`src/rtl/cache_arbiter_pkg.sv`:
```
// Shared types and widths for the icache/dcache to pmem arbiter.
package cache_arbiter_pkg;

  localparam int S_LINE = 256;
  localparam int S_ADDR = 32;

  typedef enum logic [1:0] {
    ARB_IDLE   = 2'd0,
    ARB_ICACHE = 2'd1,
    ARB_DCACHE = 2'd2
  } arb_state_t;

  typedef enum logic {
    REQ_I = 1'b0,
    REQ_D = 1'b1
  } arb_req_t;

  function automatic arb_state_t serve_state(input arb_req_t r);
    return (r == REQ_D) ? ARB_DCACHE : ARB_ICACHE;
  endfunction

endpackage

```
`src/rtl/cache_arbiter_if.sv`:
```
// Bundle of the two cache miss ports and the downstream pmem port.
interface cache_arbiter_if;
  import cache_arbiter_pkg::*;

  // Handshake: a cache's read/write strobe is its valid and is held until its
  // *_pmem_resp one-cycle pulse; pmem_read/pmem_write are held until pmem_resp.
  logic              i_pmem_read;
  logic              i_pmem_write;
  logic [S_ADDR-1:0] i_pmem_address;
  logic [S_LINE-1:0] i_pmem_wdata;
  logic              i_pmem_resp;
  logic [S_LINE-1:0] i_pmem_rdata;

  logic              d_pmem_read;
  logic              d_pmem_write;
  logic [S_ADDR-1:0] d_pmem_address;
  logic [S_LINE-1:0] d_pmem_wdata;
  logic              d_pmem_resp;
  logic [S_LINE-1:0] d_pmem_rdata;

  logic              pmem_read;
  logic              pmem_write;
  logic [S_ADDR-1:0] pmem_address;
  logic [S_LINE-1:0] pmem_wdata;
  logic              pmem_resp;
  logic [S_LINE-1:0] pmem_rdata;

  // master: the arbiter, which masters the pmem port on behalf of the caches
  modport master (
    input  i_pmem_read, i_pmem_write, i_pmem_address, i_pmem_wdata,
    output i_pmem_resp, i_pmem_rdata,
    input  d_pmem_read, d_pmem_write, d_pmem_address, d_pmem_wdata,
    output d_pmem_resp, d_pmem_rdata,
    output pmem_read, pmem_write, pmem_address, pmem_wdata,
    input  pmem_resp, pmem_rdata
  );

  modport slave (
    output i_pmem_read, i_pmem_write, i_pmem_address, i_pmem_wdata,
    input  i_pmem_resp, i_pmem_rdata,
    output d_pmem_read, d_pmem_write, d_pmem_address, d_pmem_wdata,
    input  d_pmem_resp, d_pmem_rdata,
    input  pmem_read, pmem_write, pmem_address, pmem_wdata,
    output pmem_resp, pmem_rdata
  );

endinterface

```
`src/rtl/cache_arbiter_select.sv`:
```
// Winner selection between the two pending caches.
// CACHE_ARBITER_RR_EN selects round-robin; otherwise dcache always wins ties.
module cache_arbiter_select
  import cache_arbiter_pkg::*;
(
  input  logic     i_pend,
  input  logic     d_pend,
  input  arb_req_t last_grant,
  output arb_req_t winner
);

  arb_req_t tie_winner;

`ifdef CACHE_ARBITER_RR_EN
  assign tie_winner = (last_grant == REQ_I) ? REQ_D : REQ_I;
`else
  logic unused_last_grant;
  assign unused_last_grant = last_grant;
  assign tie_winner        = REQ_D;
`endif

  always_comb begin
    winner = REQ_I;
    if (i_pend && d_pend) begin
      winner = tie_winner;
    end else if (d_pend) begin
      winner = REQ_D;
    end
  end

endmodule

```
`src/rtl/cache_arbiter.sv`:
```
// Arbiter granting the single pmem port to icache or dcache one line at a time.
// Build option: CACHE_ARBITER_RR_EN (round-robin tie break, see cache_arbiter_select).
module cache_arbiter
  import cache_arbiter_pkg::*;
(
  input  logic             clk,
  input  logic             rst_n,
  cache_arbiter_if.master  bus,
  output arb_state_t       dbg_state,
  output arb_req_t         dbg_last_grant
);

  arb_state_t        state;
  arb_req_t          last_grant;
  arb_req_t          winner;
  logic              i_pend;
  logic              d_pend;
  logic              sel_write;
  logic [S_ADDR-1:0] addr_q;
  logic [S_LINE-1:0] wdata_q;
  logic              pmem_read_q;
  logic              pmem_write_q;

  // Write wins over read when a cache raises both strobes.
  assign i_pend    = bus.i_pmem_read | bus.i_pmem_write;
  assign d_pend    = bus.d_pmem_read | bus.d_pmem_write;
  assign sel_write = (winner == REQ_D) ? bus.d_pmem_write : bus.i_pmem_write;

  cache_arbiter_select u_select (
    .i_pend     (i_pend),
    .d_pend     (d_pend),
    .last_grant (last_grant),
    .winner     (winner)
  );

  always_ff @(posedge clk or negedge rst_n) begin
    if (!rst_n) begin
      state        <= ARB_IDLE;
      last_grant   <= REQ_I;
      addr_q       <= '0;
      wdata_q      <= '0;
      pmem_read_q  <= 1'b0;
      pmem_write_q <= 1'b0;
    end else begin
      case (state)
        ARB_IDLE: begin
          if (i_pend || d_pend) begin
            state        <= serve_state(winner);
            last_grant   <= winner;
            addr_q       <= (winner == REQ_D) ? bus.d_pmem_address : bus.i_pmem_address;
            wdata_q      <= (winner == REQ_D) ? bus.d_pmem_wdata : bus.i_pmem_wdata;
            pmem_write_q <= sel_write;
            pmem_read_q  <= ~sel_write;
          end
        end
        ARB_ICACHE, ARB_DCACHE: begin
          // Requester inputs are not looked at here; only pmem_resp ends the serve.
          if (bus.pmem_resp) begin
            state        <= ARB_IDLE;
            pmem_read_q  <= 1'b0;
            pmem_write_q <= 1'b0;
          end
        end
        default: begin
          state        <= ARB_IDLE;
          pmem_read_q  <= 1'b0;
          pmem_write_q <= 1'b0;
        end
      endcase
    end
  end

  assign bus.pmem_read    = pmem_read_q;
  assign bus.pmem_write   = pmem_write_q;
  assign bus.pmem_address = addr_q;
  assign bus.pmem_wdata   = wdata_q;

  // Completion is forwarded in the same cycle, and only to the owner.
  assign bus.i_pmem_resp  = (state == ARB_ICACHE) & bus.pmem_resp;
  assign bus.d_pmem_resp  = (state == ARB_DCACHE) & bus.pmem_resp;
  assign bus.i_pmem_rdata = bus.pmem_rdata;
  assign bus.d_pmem_rdata = bus.pmem_rdata;

  assign dbg_state      = state;
  assign dbg_last_grant = last_grant;

endmodule

```
`src/flat_wrapper.sv`:
```
// flat-port wrapper written by rule: the top's interface ports become plain ports
module cache_arbiter_flat import cache_arbiter_pkg::*;
  (clk, rst_n, dbg_state, dbg_last_grant, bus_i_pmem_read, bus_i_pmem_write, bus_i_pmem_address, bus_i_pmem_wdata, bus_i_pmem_resp, bus_i_pmem_rdata, bus_d_pmem_read, bus_d_pmem_write, bus_d_pmem_address, bus_d_pmem_wdata, bus_d_pmem_resp, bus_d_pmem_rdata, bus_pmem_read, bus_pmem_write, bus_pmem_address, bus_pmem_wdata, bus_pmem_resp, bus_pmem_rdata);
  cache_arbiter_if bus_i ();
  input  logic clk;
  input  logic rst_n;
  output arb_state_t dbg_state;
  output arb_req_t dbg_last_grant;
  input wire logic [$bits(bus_i.i_pmem_read)-1:0] bus_i_pmem_read;
  input wire logic [$bits(bus_i.i_pmem_write)-1:0] bus_i_pmem_write;
  input wire logic [$bits(bus_i.i_pmem_address)-1:0] bus_i_pmem_address;
  input wire logic [$bits(bus_i.i_pmem_wdata)-1:0] bus_i_pmem_wdata;
  output wire logic [$bits(bus_i.i_pmem_resp)-1:0] bus_i_pmem_resp;
  output wire logic [$bits(bus_i.i_pmem_rdata)-1:0] bus_i_pmem_rdata;
  input wire logic [$bits(bus_i.d_pmem_read)-1:0] bus_d_pmem_read;
  input wire logic [$bits(bus_i.d_pmem_write)-1:0] bus_d_pmem_write;
  input wire logic [$bits(bus_i.d_pmem_address)-1:0] bus_d_pmem_address;
  input wire logic [$bits(bus_i.d_pmem_wdata)-1:0] bus_d_pmem_wdata;
  output wire logic [$bits(bus_i.d_pmem_resp)-1:0] bus_d_pmem_resp;
  output wire logic [$bits(bus_i.d_pmem_rdata)-1:0] bus_d_pmem_rdata;
  output wire logic [$bits(bus_i.pmem_read)-1:0] bus_pmem_read;
  output wire logic [$bits(bus_i.pmem_write)-1:0] bus_pmem_write;
  output wire logic [$bits(bus_i.pmem_address)-1:0] bus_pmem_address;
  output wire logic [$bits(bus_i.pmem_wdata)-1:0] bus_pmem_wdata;
  input wire logic [$bits(bus_i.pmem_resp)-1:0] bus_pmem_resp;
  input wire logic [$bits(bus_i.pmem_rdata)-1:0] bus_pmem_rdata;
  assign bus_i.i_pmem_read = bus_i_pmem_read;
  assign bus_i.i_pmem_write = bus_i_pmem_write;
  assign bus_i.i_pmem_address = bus_i_pmem_address;
  assign bus_i.i_pmem_wdata = bus_i_pmem_wdata;
  assign bus_i_pmem_resp = bus_i.i_pmem_resp;
  assign bus_i_pmem_rdata = bus_i.i_pmem_rdata;
  assign bus_i.d_pmem_read = bus_d_pmem_read;
  assign bus_i.d_pmem_write = bus_d_pmem_write;
  assign bus_i.d_pmem_address = bus_d_pmem_address;
  assign bus_i.d_pmem_wdata = bus_d_pmem_wdata;
  assign bus_d_pmem_resp = bus_i.d_pmem_resp;
  assign bus_d_pmem_rdata = bus_i.d_pmem_rdata;
  assign bus_pmem_read = bus_i.pmem_read;
  assign bus_pmem_write = bus_i.pmem_write;
  assign bus_pmem_address = bus_i.pmem_address;
  assign bus_pmem_wdata = bus_i.pmem_wdata;
  assign bus_i.pmem_resp = bus_pmem_resp;
  assign bus_i.pmem_rdata = bus_pmem_rdata;
  cache_arbiter u_core (.clk(clk), .rst_n(rst_n), .bus(bus_i), .dbg_state(dbg_state), .dbg_last_grant(dbg_last_grant));
endmodule
```
`config.mk`:
```
export PLATFORM = sky130hd
export DESIGN_NAME = cache_arbiter_flat
export DESIGN_NICKNAME = d
export VERILOG_FILES = /design/src/rtl/cache_arbiter_pkg.sv /design/src/rtl/cache_arbiter_if.sv /design/src/rtl/cache_arbiter_select.sv /design/src/rtl/cache_arbiter.sv /design/src/flat_wrapper.sv
export SDC_FILE = /design/constraint.sdc
export NUM_CORES = 1
export LEC_CHECK = 0
export ABC_AREA = 1
export CAP_MARGIN = 10
export CORE_AREA = 2 2 648 650
export DETAILED_ROUTE_END_ITERATION = 12
export DIE_AREA = 0 0 650 652
export GPL_TIMING_DRIVEN = 0
export MAX_ROUTING_LAYER = met4
export SLEW_MARGIN = 10
export SYNTH_ARGS = -nofsm -noshare
export SYNTH_HDL_FRONTEND = slang
export SYNTH_SLANG_ARGS = --single-unit
```
`constraint.sdc`:
```
create_clock -name clk -period 1.63 [get_ports clk]
set_clock_uncertainty 0.2 [all_clocks]
set_input_delay 0.163 -clock clk [delete_from_list [all_inputs] [get_ports clk]]
set_output_delay 0.163 -clock clk [all_outputs]
set_load 0.1 [all_outputs]
```
==> reports/results.tsv <==
stage	metric	value	unit
synthesis	sequential fraction of the synthesis area	40.4	%
timing	Final min period	2.38	ns
critical_path	CP max FO	10	
routing	DRC	0	
timing	f_max	421	MHz
routing	Vias/cell	2.58	
run_status	status	complete, but fails checks	
synthesis	post-synth top area cell	dfrtp_1	
power	clock share of power	9.6	%
synthesis	YS warnings	0	
power	VDD IR-drop max	0.00172	V
floorplan	die area	0.424	mm2
timing	Final Cycle Share	146	%
cts	CTS tree	yes	
floorplan	total I/O pin count	1646	
cts	Bufs on Longest Clock Path	3	
timing	Slew HR	7.48	%
floorplan	core outline area	0.416	mm2
global_route	initial antenna violation count	272	
timing	RSZ-0062 raised after global routing	yes	
flow_run	Max-Cap Viols	0	
cts	Clock Latency Late Sink	0.71	ns
synthesis	Syn Nets	3252	
critical_path	r2r setup slk	-0.63	ns
cts	total CTS buffers	45	
timing	max-slew violation count	0	
cells_and_area	area grow syn2layout	202	%
timing	Slew @ Worst Pin	1.37	ns
critical_path	CP Capture Type	flip-flop	
cells_and_area	most frequent cells in the layout	buf_4 (741), clkdlybuf4s50_1 (580), dlymetal6s2s_1 (504)	
timing	final hold vios	0	
routing	drt pass-1 iters	5	
routing	drt total wl	346	mm
timing	hold slack	0.0165	ns
critical_path	CP required	1.97	ns
floorplan	Vert. Die Dim	652	um
critical_path	Startpoint Class	primary input	
synthesis	dominant cells by area after synthesis	dfrtp_1 (40%), buf_4 (22%), nand2_1 (12%)	
global_route	Total Routing Usage GR	15.9	%
cells_and_area	layout cells sized above 1	41.6	%
synthesis	synth unique cells	18	
place	DP Wirelength	304	mm
cells_and_area	most common cell after layout, fill and taps aside	buf_4	
hold_path	Hold Crit Class	primary input to asynchronous set/reset pin	
floorplan	Starting Density	4.36	%
global_route	number of global-route vias before repair	25300	
timing	total negative setup slack	-155.57	ns
power	Internal Power	49.6	mW
routing	via count	26500	
routing	Routed Antenna Nets	0	
cts	clock slew at reported path FFs	0.06	ns
global_route	GRT overflow	0	
synthesis	flops & latches, synth	293	
critical_path	CP cell instances	clkdlybuf4s50_1 -> nor2_4 -> buf_6 -> clkbuf_2 -> o21ai_0 -> o21ai_2	
synthesis	Synth top area share	40.4	%
synthesis	Mapped Cells	2410	
power	Sw Share	57.3	%
power	Sequential Power Share	13.7	%
place	PortBufs	1389	
timing	final setup violating endpoints	578	
global_route	largest net degree at the start of global routing	87	
cts	Sink Count	293	
power	PD cells	2120	mW/mm2
critical_path	critical path's slowest cell	o21ai_0	
power	combinational power share	76.7	%
cells_and_area	Finished Cell Area	0.0548	mm2
routing	drt wl/cell	33.8	um
critical_path	CP max stage delay	1.13	ns
synthesis	mapped cell area	0.0181	mm2
place	GP Congestion	1.02	
critical_path	CP Class	primary input to flip-flop	
global_route	global-route wire length before repair	394	mm
synthesis	Avg Cell Area, Syn	7.53	um2
floorplan	Core Rows	237	
cells_and_area	fin nets	5290	
timing	final worst slack	-0.747	ns
cts	clock root buffer	clkbuf_16	
run_status	failing checks	setup timing	
power	sw power	66.4	mW
cts	H-tree level count	2	
power	LEAKAGE	26.5	nW
floorplan	Die X	650	um
routing	violation count after the first detailed-route iteration	2015	
critical_path	crit path DAT	2.72	ns
place	Area after DPL	0.0389	mm2
-- power by group through the flow --
stage	Combinational, mW	Clock (mW)	Sequential (mW)
floorplan	12.7	0	39.8
global placement	62.6	0	13.4
detailed placement	62.2	0	13.5
CTS	79.6	11.7	15.3
global route	91.5	11.8	16.2
finish	89.0	11.1	15.9
-- kinds of logic (layout without fill, tap and decap cells) --
| group | Yosys count | count (layout) | synth area share (%) |
|---|---|---|---|
| adders and majority gates | 3 | 3 | 0.207 |
| DFF | 293 | 293 | 40.4 |
| other | 0 | 278 | 0 |
| and+or+nand+nor | 601 | 601 | 12.6 |
| buffers and inverters | 935 | 3007 | 30.9 |
| AOI/OAI and AO/OA | 578 | 578 | 15.9 |
-- what timing repair did --
item / CTS / global route
endpoints found under the setup margin: 1087 / 1361
gates resized for setup: 2497 / 1380
pin swaps: 11 / 85
endpoints found under the hold margin: 469 / 26
gates cloned: 31 / 21
setup buffers: 111 / 154
hold buffers: 289 / 2
-- per-layer routing --
| layer | up-vias | part of all wire [%] | track usage (%) |
|---|---|---|---|
| li1 | 11500 | - | - |
| met1 | 12800 | 34 | 15.9 |
| met2 | 1725 | 48 | 26.8 |
| met3 | 466 | 12 | 7.67 |
| met4 | 0 | 5.3 | 5.81 |
| met5 | - | 0 | - |
-- through the flow --
step / util [%] / total power, mW / worst slack [ns] / instances
CTS: 11.8 / 107 / -0.691 / 9823
global placement: 9.39 / 76.1 / -18.21 / 9296
finish: 13.2 / 116 / -0.747 / 10300
global route: 13.2 / 120 / -0.716 / 10200
floorplan: - / 52.5 / -0.185 / 2410
detailed placement: 9.35 / 75.7 / -2.20 / 9313
-- worst paths after layout --
path / startpoint / end / cells after the start
min: rst_n / u_core.bus.pmem_wdata[181] / 5
max reg2reg: u_core.dbg_state[1] / u_core.bus.pmem_wdata[95] / 10
max: bus_d_pmem_write / u_core.bus.pmem_wdata[57] / 6
max in group asynchronous: rst_n / u_core.bus.pmem_address[6] / 6
min reg2reg: u_core.bus.pmem_wdata[188] / u_core.bus.pmem_wdata[188] / 2
min in group clk: bus_d_pmem_wdata[209] / u_core.bus.pmem_wdata[209] / 3
-- cell type report --
type / count / area [um2]
fillers: 47300 / 361000
repair buffers: 1997 / 24800
flip-flops and latches: 293 / 7430
multi-input cells: 1182 / 7150
well taps: 5497 / 6880
plain buffers: 633 / 5180
clock buffers: 56 / 1230
inverters: 296 / 1120
diodes: 278 / 696
clock inverters: 25 / 337
-- critical path, delay by kind of cell --
family                 cells  cell delay, ns
AOI/OAI and AO/OA          2            1.25
and+or+nand+nor            1            0.09
buffers and inverters      3            1.14
-- sequential cells by signal, indices dropped and copies added (netlist names) --
name                     flops
u_core.bus.pmem_read         1
u_core.bus.pmem_write        1
u_core.bus.pmem_address     32
u_core.bus.pmem_wdata      256
u_core.dbg_last_grant        1
u_core.dbg_state             2
-- Yosys cell counts --
| cell | instances |
|---|---|
| nor2_1 | 2 |
| inv_1 | 296 |
| buf_2 | 38 |
| buf_6 | 1 |
| a21oi_1 | 1 |
| o21ai_1 | 161 |
| nand4_1 | 3 |
| nand2_2 | 1 |
| o21ai_0 | 416 |
| buf_4 | 540 |
| dfrtp_1 | 293 |
| nand2_4 | 1 |
| clkbuf_1 | 52 |
| nor2_4 | 1 |
| nand2_1 | 592 |
| ha_1 | 3 |
| nand3_1 | 1 |
| clkbuf_2 | 8 |
No activity file was read; power rests on OpenSTA's default activity.
